==> src/rtl/icache_refill_pkg.sv <==
// Shared icache geometry and RAM port widths for the refill engine.
// Optional flush support in icache_refill is enabled with ICACHE_REFILL_FLUSH_EN.
package icache_refill_pkg;

  localparam int ICACHE_BLK_WIDTH    = 512;
  localparam int ICACHE_BLK_BYTES    = ICACHE_BLK_WIDTH / 8;
  localparam int ICACHE_OFFSET_RANGE = $clog2(ICACHE_BLK_BYTES);
  localparam int ADDR_WIDTH          = 32;
  localparam int RAM_DATA_WIDTH      = 8;

  typedef logic [RAM_DATA_WIDTH-1:0] ram_byte_t;

  function automatic int offsetBits(input int blkBytes);
    return $clog2(blkBytes);
  endfunction

endpackage

==> src/rtl/icache_refill_if.sv <==
// Byte-wide RAM read port between the refill engine (master) and the memory arbiter (slave).
interface icache_refill_if
  import icache_refill_pkg::*;
#(
  parameter int ADDR_W = ADDR_WIDTH
) ();

  logic              ram_req;
  logic              ram_gnt;
  logic [ADDR_W-1:0] ram_a;
  ram_byte_t         ram_din;

  modport master (output ram_req, output ram_a, input ram_gnt, input ram_din);
  modport slave  (input ram_req, input ram_a, output ram_gnt, output ram_din);

endinterface

==> src/rtl/icache_refill_asm.sv <==
// Block assembler: byte index counter, issued-byte tracking and the slot array the
// returning RAM bytes are written into; exposes the next-state block so a fill can include the last byte.
module icache_refill_asm
  import icache_refill_pkg::*;
#(
  parameter int BLK_BYTES = ICACHE_BLK_BYTES,
  localparam int OFF_W    = offsetBits(BLK_BYTES),
  localparam int IDX_W    = OFF_W + 1
) (
  input  logic                   clk,
  input  logic                   rst,
  input  logic                   rdy_i,
  input  logic                   start_i,
  input  logic                   issue_i,
  input  ram_byte_t              din_i,
  output logic [IDX_W-1:0]       idx_o,
  output logic                   last_o,
  output logic [BLK_BYTES*8-1:0] blkD_o
);

  logic [IDX_W-1:0]                idx_q, idx_d;
  logic                            issued_q, issued_d;
  logic [OFF_W-1:0]                issIdx_q, issIdx_d;
  logic [BLK_BYTES-1:0][7:0]       slots_q, slots_d;

  // A byte on din_i belongs to the index issued in the previous ready cycle;
  // with rdy_i low nothing moves, so the pending capture simply waits.
  always_comb begin
    idx_d    = idx_q;
    issued_d = issued_q;
    issIdx_d = issIdx_q;
    slots_d  = slots_q;
    if (rdy_i) begin
      if (issued_q) slots_d[issIdx_q] = din_i;
      issued_d = issue_i;
      if (issue_i) begin
        issIdx_d = idx_q[OFF_W-1:0];
        idx_d    = idx_q + 1'b1;
      end
      if (start_i) idx_d = '0;
    end
  end

  always_ff @(posedge clk or posedge rst) begin
    if (rst) begin
      idx_q    <= '0;
      issued_q <= 1'b0;
      issIdx_q <= '0;
      slots_q  <= '0;
    end else begin
      idx_q    <= idx_d;
      issued_q <= issued_d;
      issIdx_q <= issIdx_d;
      slots_q  <= slots_d;
    end
  end

  assign idx_o  = idx_q;
  assign last_o = (idx_q == IDX_W'(BLK_BYTES - 1));
  assign blkD_o = slots_d;

endmodule

==> src/rtl/icache_refill.sv <==
// Icache refill engine: fetches one block byte-by-byte over the arbitrated RAM port and
// returns it as a one-cycle fill pulse. Define ICACHE_REFILL_FLUSH_EN to add the flush_in abort input.
module icache_refill
  import icache_refill_pkg::*;
#(
  parameter int BLK_BYTES = ICACHE_BLK_BYTES,
  parameter int ADDR_W    = ADDR_WIDTH
) (
  input  logic                   clk,
  input  logic                   rst_in,
  input  logic                   rdy_in,
  input  logic                   miss_in,
  input  logic [ADDR_W-1:0]      miss_addr,
`ifdef ICACHE_REFILL_FLUSH_EN
  input  logic                   flush_in,
`endif
  output logic                   fill_en,
  output logic [ADDR_W-1:0]      fill_addr,
  output logic [BLK_BYTES*8-1:0] fill_data,
  icache_refill_if.master        ram
);

  localparam int OFF_W = offsetBits(BLK_BYTES);
  localparam int IDX_W = OFF_W + 1;
  localparam logic [ADDR_W-1:0] OFF_MASK = ADDR_W'(BLK_BYTES - 1);

  localparam logic [2:0] S_IDLE  = 3'd0;
  localparam logic [2:0] S_REQ   = 3'd1;
  localparam logic [2:0] S_READ  = 3'd2;
  localparam logic [2:0] S_DRAIN = 3'd3;
  localparam logic [2:0] S_DONE  = 3'd4;
  localparam logic [2:0] S_COOL  = 3'd5;

  logic [2:0]             state_q, state_d;
  logic [ADDR_W-1:0]      baseAddr_q, baseAddr_d;
  logic                   ramReq_q, ramReq_d;
  logic [ADDR_W-1:0]      fillAddr_q, fillAddr_d;
  logic [BLK_BYTES*8-1:0] fillData_q, fillData_d;
  logic                   start, issue, flush, lastIdx;
  logic [IDX_W-1:0]       idx;
  logic [BLK_BYTES*8-1:0] blkD;

`ifdef ICACHE_REFILL_FLUSH_EN
  assign flush = flush_in;
`else
  assign flush = 1'b0;
`endif

  // Everything is gated by rdy_in so a low global ready freezes the whole engine.
  always_comb begin
    state_d    = state_q;
    baseAddr_d = baseAddr_q;
    ramReq_d   = ramReq_q;
    fillAddr_d = fillAddr_q;
    fillData_d = fillData_q;
    start      = 1'b0;
    issue      = 1'b0;
    if (rdy_in) begin
      case (state_q)
        S_IDLE: if (miss_in && !flush) begin
          baseAddr_d = miss_addr & ~OFF_MASK;
          ramReq_d   = 1'b1;
          start      = 1'b1;
          state_d    = S_REQ;
        end
        S_REQ: begin
          if (flush) begin
            ramReq_d = 1'b0;
            state_d  = S_COOL;
          end else if (ram.ram_gnt) begin
            state_d = S_READ;
          end
        end
        S_READ: begin
          if (flush) begin
            ramReq_d = 1'b0;
            state_d  = S_COOL;
          end else begin
            issue = 1'b1;
            if (lastIdx) state_d = S_DRAIN;
          end
        end
        S_DRAIN: begin
          ramReq_d = 1'b0;
          if (flush) begin
            state_d = S_COOL;
          end else begin
            fillAddr_d = baseAddr_q;
            fillData_d = blkD;
            state_d    = S_DONE;
          end
        end
        S_DONE:  state_d = S_COOL;
        S_COOL:  state_d = S_IDLE;
        default: state_d = S_IDLE;
      endcase
    end
  end

  always_ff @(posedge clk or posedge rst_in) begin
    if (rst_in) begin
      state_q    <= S_IDLE;
      baseAddr_q <= '0;
      ramReq_q   <= 1'b0;
      fillAddr_q <= '0;
      fillData_q <= '0;
    end else begin
      state_q    <= state_d;
      baseAddr_q <= baseAddr_d;
      ramReq_q   <= ramReq_d;
      fillAddr_q <= fillAddr_d;
      fillData_q <= fillData_d;
    end
  end

  icache_refill_asm #(
    .BLK_BYTES(BLK_BYTES)
  ) u_asm (
    .clk    (clk),
    .rst    (rst_in),
    .rdy_i  (rdy_in),
    .start_i(start),
    .issue_i(issue),
    .din_i  (ram.ram_din),
    .idx_o  (idx),
    .last_o (lastIdx),
    .blkD_o (blkD)
  );

  // The base is block-aligned, so OR-ing in the index never carries into the tag.
  assign ram.ram_a   = (state_q == S_READ) ? (baseAddr_q | ADDR_W'(idx)) : '0;
  assign ram.ram_req = ramReq_q;
  assign fill_en     = (state_q == S_DONE);
  assign fill_addr   = fillAddr_q;
  assign fill_data   = fillData_q;

endmodule
==> src/flat_wrapper.sv <==
// flat-port wrapper written by rule: the top's interface ports become plain ports
module icache_refill_flat import icache_refill_pkg::*;
#(
  parameter int BLK_BYTES = ICACHE_BLK_BYTES,
  parameter int ADDR_W    = ADDR_WIDTH
)
  (clk, rst_in, rdy_in, miss_in, miss_addr, fill_en, fill_addr, fill_data, ram_ram_req, ram_ram_a, ram_ram_gnt, ram_ram_din);
  icache_refill_if #(.ADDR_W(ADDR_W)) ram_i ();
  input  logic clk;
  input  logic rst_in;
  input  logic rdy_in;
  input  logic miss_in;
  input  logic [ADDR_W-1:0] miss_addr;
  output logic fill_en;
  output logic [ADDR_W-1:0] fill_addr;
  output logic [BLK_BYTES*8-1:0] fill_data;
  output wire logic [$bits(ram_i.ram_req)-1:0] ram_ram_req;
  output wire logic [$bits(ram_i.ram_a)-1:0] ram_ram_a;
  input wire logic [$bits(ram_i.ram_gnt)-1:0] ram_ram_gnt;
  input wire logic [$bits(ram_i.ram_din)-1:0] ram_ram_din;
  assign ram_ram_req = ram_i.ram_req;
  assign ram_ram_a = ram_i.ram_a;
  assign ram_i.ram_gnt = ram_ram_gnt;
  assign ram_i.ram_din = ram_ram_din;
  icache_refill #(.BLK_BYTES(BLK_BYTES), .ADDR_W(ADDR_W)) u_core (.clk(clk), .rst_in(rst_in), .rdy_in(rdy_in), .miss_in(miss_in), .miss_addr(miss_addr), .fill_en(fill_en), .fill_addr(fill_addr), .fill_data(fill_data), .ram(ram_i));
endmodule
==> config.mk <==
export PLATFORM = sky130hd
export DESIGN_NAME = icache_refill_flat
export DESIGN_NICKNAME = d
export VERILOG_FILES = /design/src/rtl/icache_refill_pkg.sv /design/src/rtl/icache_refill_if.sv /design/src/rtl/icache_refill_asm.sv /design/src/rtl/icache_refill.sv /design/src/flat_wrapper.sv
export SDC_FILE = /design/constraint.sdc
export NUM_CORES = 2
export LEC_CHECK = 0
export BUFFER_PORTS_ARGS = -buffer_cell sky130_fd_sc_hd__buf_2
export CAP_MARGIN = 30
export CORE_MARGIN = 1.5
export CORE_UTILIZATION = 42
export CTS_BUF_LIST = sky130_fd_sc_hd__clkbuf_2 sky130_fd_sc_hd__clkbuf_4 sky130_fd_sc_hd__clkbuf_8
export CTS_CLUSTER_SIZE = 30
export DETAILED_ROUTE_END_ITERATION = 10
export PLACE_DENSITY = 0.64
export SLEW_MARGIN = 20
export SYNTH_ARGS = -nofsm -noshare
export SYNTH_HDL_FRONTEND = slang
export SYNTH_SLANG_ARGS = --single-unit
export TNS_END_PERCENT = 50
==> constraint.sdc <==
create_clock -name clk -period 83.3 [get_ports clk]
set_input_delay 4.165 -clock clk [delete_from_list [all_inputs] [get_ports clk]]
set_output_delay 4.165 -clock clk [all_outputs]
set_load 0.05 [all_outputs]
==> metrics.md <==
| Metric | Value |
|---|---|
| Status | `finished, final reports clean` |
| Hold Fails Final Rpt | `0` |
| Slew @ Worst Pin | `1.01 ns` |
| Seq/Total Area, Yosys | `66.0%` |
| Asr flop ratio synth | `100%` |
| Final core utilization | `50.7%` |
| Antenna Nets Post-Route | `0` |
| Distinct cells, synth | `48` |
| Finished Layout Cells | `4615` |
| GRT busiest layer | `met2` |
| RSZ-0062 raised after global routing | `false` |
| Min-Delay Path Class | `reg2reg` |
| #FFs+latches synth | `1094` |
| Yosys top cell by area | `dfrtp_1` |
| Worst relative slew slack | `32.2%` |
| Commonest non-fill, non-tap cell in the layout | `dfrtp_1` |
| Number of H-tree levels | `4` |
| Switching Fraction | `27.7%` |
| Top_reg_cell synth | `dfrtp_1` |
| Die Wd | `317 um` |
| GP Congestion | `0.807` |
| Maximum operating frequency | `134 MHz` |
| Max-slew violation count | `0` |
| Flop pwr share | `47.3%` |
| Clk_lat worst skew | `0.85 ns` |
| Crit start category | `input port` |
| Total global-route track usage | `21.2%` |
| Fin nets | `3241` |
| Die height | `317 um` |
| M2 GR Usage | `34.6%` |
| First-pass GRT wire length | `159000 um` |
| Filler Cell Count | `8306` |
| I/O Buffers | `610` |
| Logic pwr share | `13.3%` |
| Highest-count cells in the layout ignoring fill and taps | `1094 x dfrtp_1, 1064 x mux2_2, 603 x buf_2` |
| GRT met3 Usage | `6.25%` |
| DRC | `0` |
| Largest net degree at the start of global routing | `160` |
| Sinks on the clock net | `1094` |
| Layout cell share with drive strength beyond 1 | `62.2%` |
| CTS Buffer Depth | `3` |
| Critical Path Sink Type | `register` |
| Vias per inst | `5.06` |
| Post-cts hold buffer count | `0` |
| Core area | `0.0981 sq mm` |
| Final setup violation count | `0` |
| Period utilization | `8.96%` |
| Internal power | `884 uW` |
| Clock power share | `39.4%` |
| GR met1 Demand/Resource | `26.5%` |
| CTS tree | `done` |
| Initial Util | `42.3%` |
| Warning count from the yosys run | `0` |
| Minimum clock period | `7.46 ns` |
| Worst path required time | `83.99 ns` |
| DP Wirelength | `69600 um` |
| Root Driver | `clkbuf_8` |
| First drt pass iteration count | `5` |
| LEAKAGE | `27.4 nW` |
| Via count | `23300` |
| Setup TNS | `0 ns` |
| WP data arrival | `8.15 ns` |
| Worst VDD drop | `0.0162 mV` |
| Post-CTS sizing | `0` |
| Crit Path Max Fanout | `63` |
| Post-synth top area share | `66.0%` |
| Max-Cap Viols | `0` |
| Number of DRC markers in iteration 0 | `1095` |
| Avg WL per Cell | `23.2 um` |
| P&R area growth vs syn | `20.0%` |
| Gr ovfl total | `0` |
| Clk slew on worst S/H paths | `0.06 ns` |
| Setup ws final | `75.84 ns` |
| NetSw | `339 uW` |
| Post-Syn Area | `0.0415 sq mm` |
| Initial antenna violation count | `7` |
| Cells after Synth | `2515` |
| Routed WL | `107000 um` |
| I/O pin count | `623` |
| Power per Cell Area | `24.6 mW/mm^2` |
| Setup WS pre-CTS | `73.80 ns` |
| Hold depth | `1` |
| Path type of the worst setup path | `in2reg` |
| Core Rows | `115` |
| Num CTS Buffers | `177` |
| Die area | `0.101 sq mm` |
| Clk_skew | `0.0494 ns` |
| Worst r2r path cells | `8` |
| Post-CTS Setup Inserts | `0` |
| Number of global-route vias before repair | `25200` |
| Avg Cell Area, Syn | `16.5 sq um` |
| Post-synth EDFFs | `0` |
| Top cells by area, synth | `dfrtp_1 66%, mux2_2 29%, buf_2 0.74%` |
| Post-placement cell count | `4293` |
-- final cells by class --
cell class              count  area, sq um  area share, %
diodes                      7         17.5         0.0352
clock inverters            36          383          0.769
flip-flops and latches   1094        27400           55.0
inverters                   3         18.8         0.0377
multi-input cells        1257        13400           26.9
repair buffers            662         3620           7.26
well taps                1287         1610           3.23
clock buffers             269         3350           6.73
-- critical path: stages --
cell and delay, ns:
buf_2 0.22, inv_1 0.13, nor2_1 0.09, nand3_4 0.25, buf_4 0.48, buf_4 0.75
buf_4 0.43, buf_16 0.31, buf_4 0.72, mux2_2 0.42
-- power by group through the flow --
stage               Sequential (mW)  Clock, mW  Combinational [mW]
floorplan                     0.624          0              0.0817
global placement              0.586          0               0.159
detailed placement            0.588          0               0.163
CTS                           0.579      0.497               0.163
global route                  0.582      0.522               0.172
finish                        0.579      0.482               0.162
-- metal layers --
metal | share of wire [%] | vias up
met3 | 6.6 | 190
met2 | 49 | 612
met4 | 3.3 | 0
li1 | - | 10200
met1 | 41 | 12300
met5 | 0 | -
-- synth_stat cells (2+ instances only) --
master / number
mux2_2: 1064
or4_1: 4
nand4_1: 5
and4bb_2: 2
nor4b_2: 3
o21a_1: 2
and3_1: 2
nand3_1: 3
buf_2: 61
nand2_2: 5
mux2_4: 8
and4b_1: 4
or2_2: 2
a21o_1: 2
nor4_4: 3
xor2_1: 4
nor2b_1: 7
dfrtp_1: 1094
buf_1: 14
nand2_1: 38
mux2_1: 10
o21ai_0: 5
inv_1: 3
nor2_2: 4
nand4b_1: 4
clkbuf_1: 80
nor2_1: 16
nor4bb_1: 6
and2_1: 32
buf_4: 10
-- state kept, by name, indices dropped and copies added (netlist names) --
signal and cells:
u_core.baseAddr_q 26, u_core.fill_addr 26, u_core.fill_data 512, u_core.ram.ram_req 1, u_core.state_q 3, u_core.u_asm.idx_o 7
u_core.u_asm.issIdx_q 6, u_core.u_asm.issued_q 1, u_core.u_asm.slots_q 512
-- cells by family (layout without fill, tap and decap cells) --
family | Yosys count | count (layout) | synth area share (%)
simple gates | 150 | 150 | 2.40
buf+inv | 169 | 970 | 1.81
fa+ha+maj | 1 | 1 | 0.0302
mux | 1083 | 1083 | 29.5
xor+xnor | 5 | 5 | 0.106
flops | 1094 | 1094 | 66.0
other cells | 1 | 13 | 0.00904
compound gates | 12 | 12 | 0.181
-- through the flow --
stage | power, mW | cell area [sq um] | hold slack (ns)
floorplan | 0.705 | 41500 | 0.458
global placement | 0.745 | 45800 | 0.470
detailed placement | 0.751 | 45800 | 0.474
CTS | 1.24 | 49600 | 0.487
global route | 1.28 | 49800 | 0.499
finish | 1.22 | 49800 | 0.486
-- worst paths after layout --
check                                        start                   endpoint  slack (ns)
worst min register to register  u_core.ram.ram_req         u_core.ram.ram_req        0.49
worst min-delay path            u_core.ram.ram_req         u_core.ram.ram_req        0.49
worst max register to register   u_core.state_q[2]      u_core.fill_data[244]       79.07
max in group asynchronous                   rst_in  u_core.u_asm.slots_q[223]       76.15
min in group asynchronous                   rst_in   u_core.u_asm.slots_q[25]        3.52
worst max-delay path                        rdy_in      u_core.fill_data[244]       75.84
No activity file was read; power rests on OpenSTA's default activity.
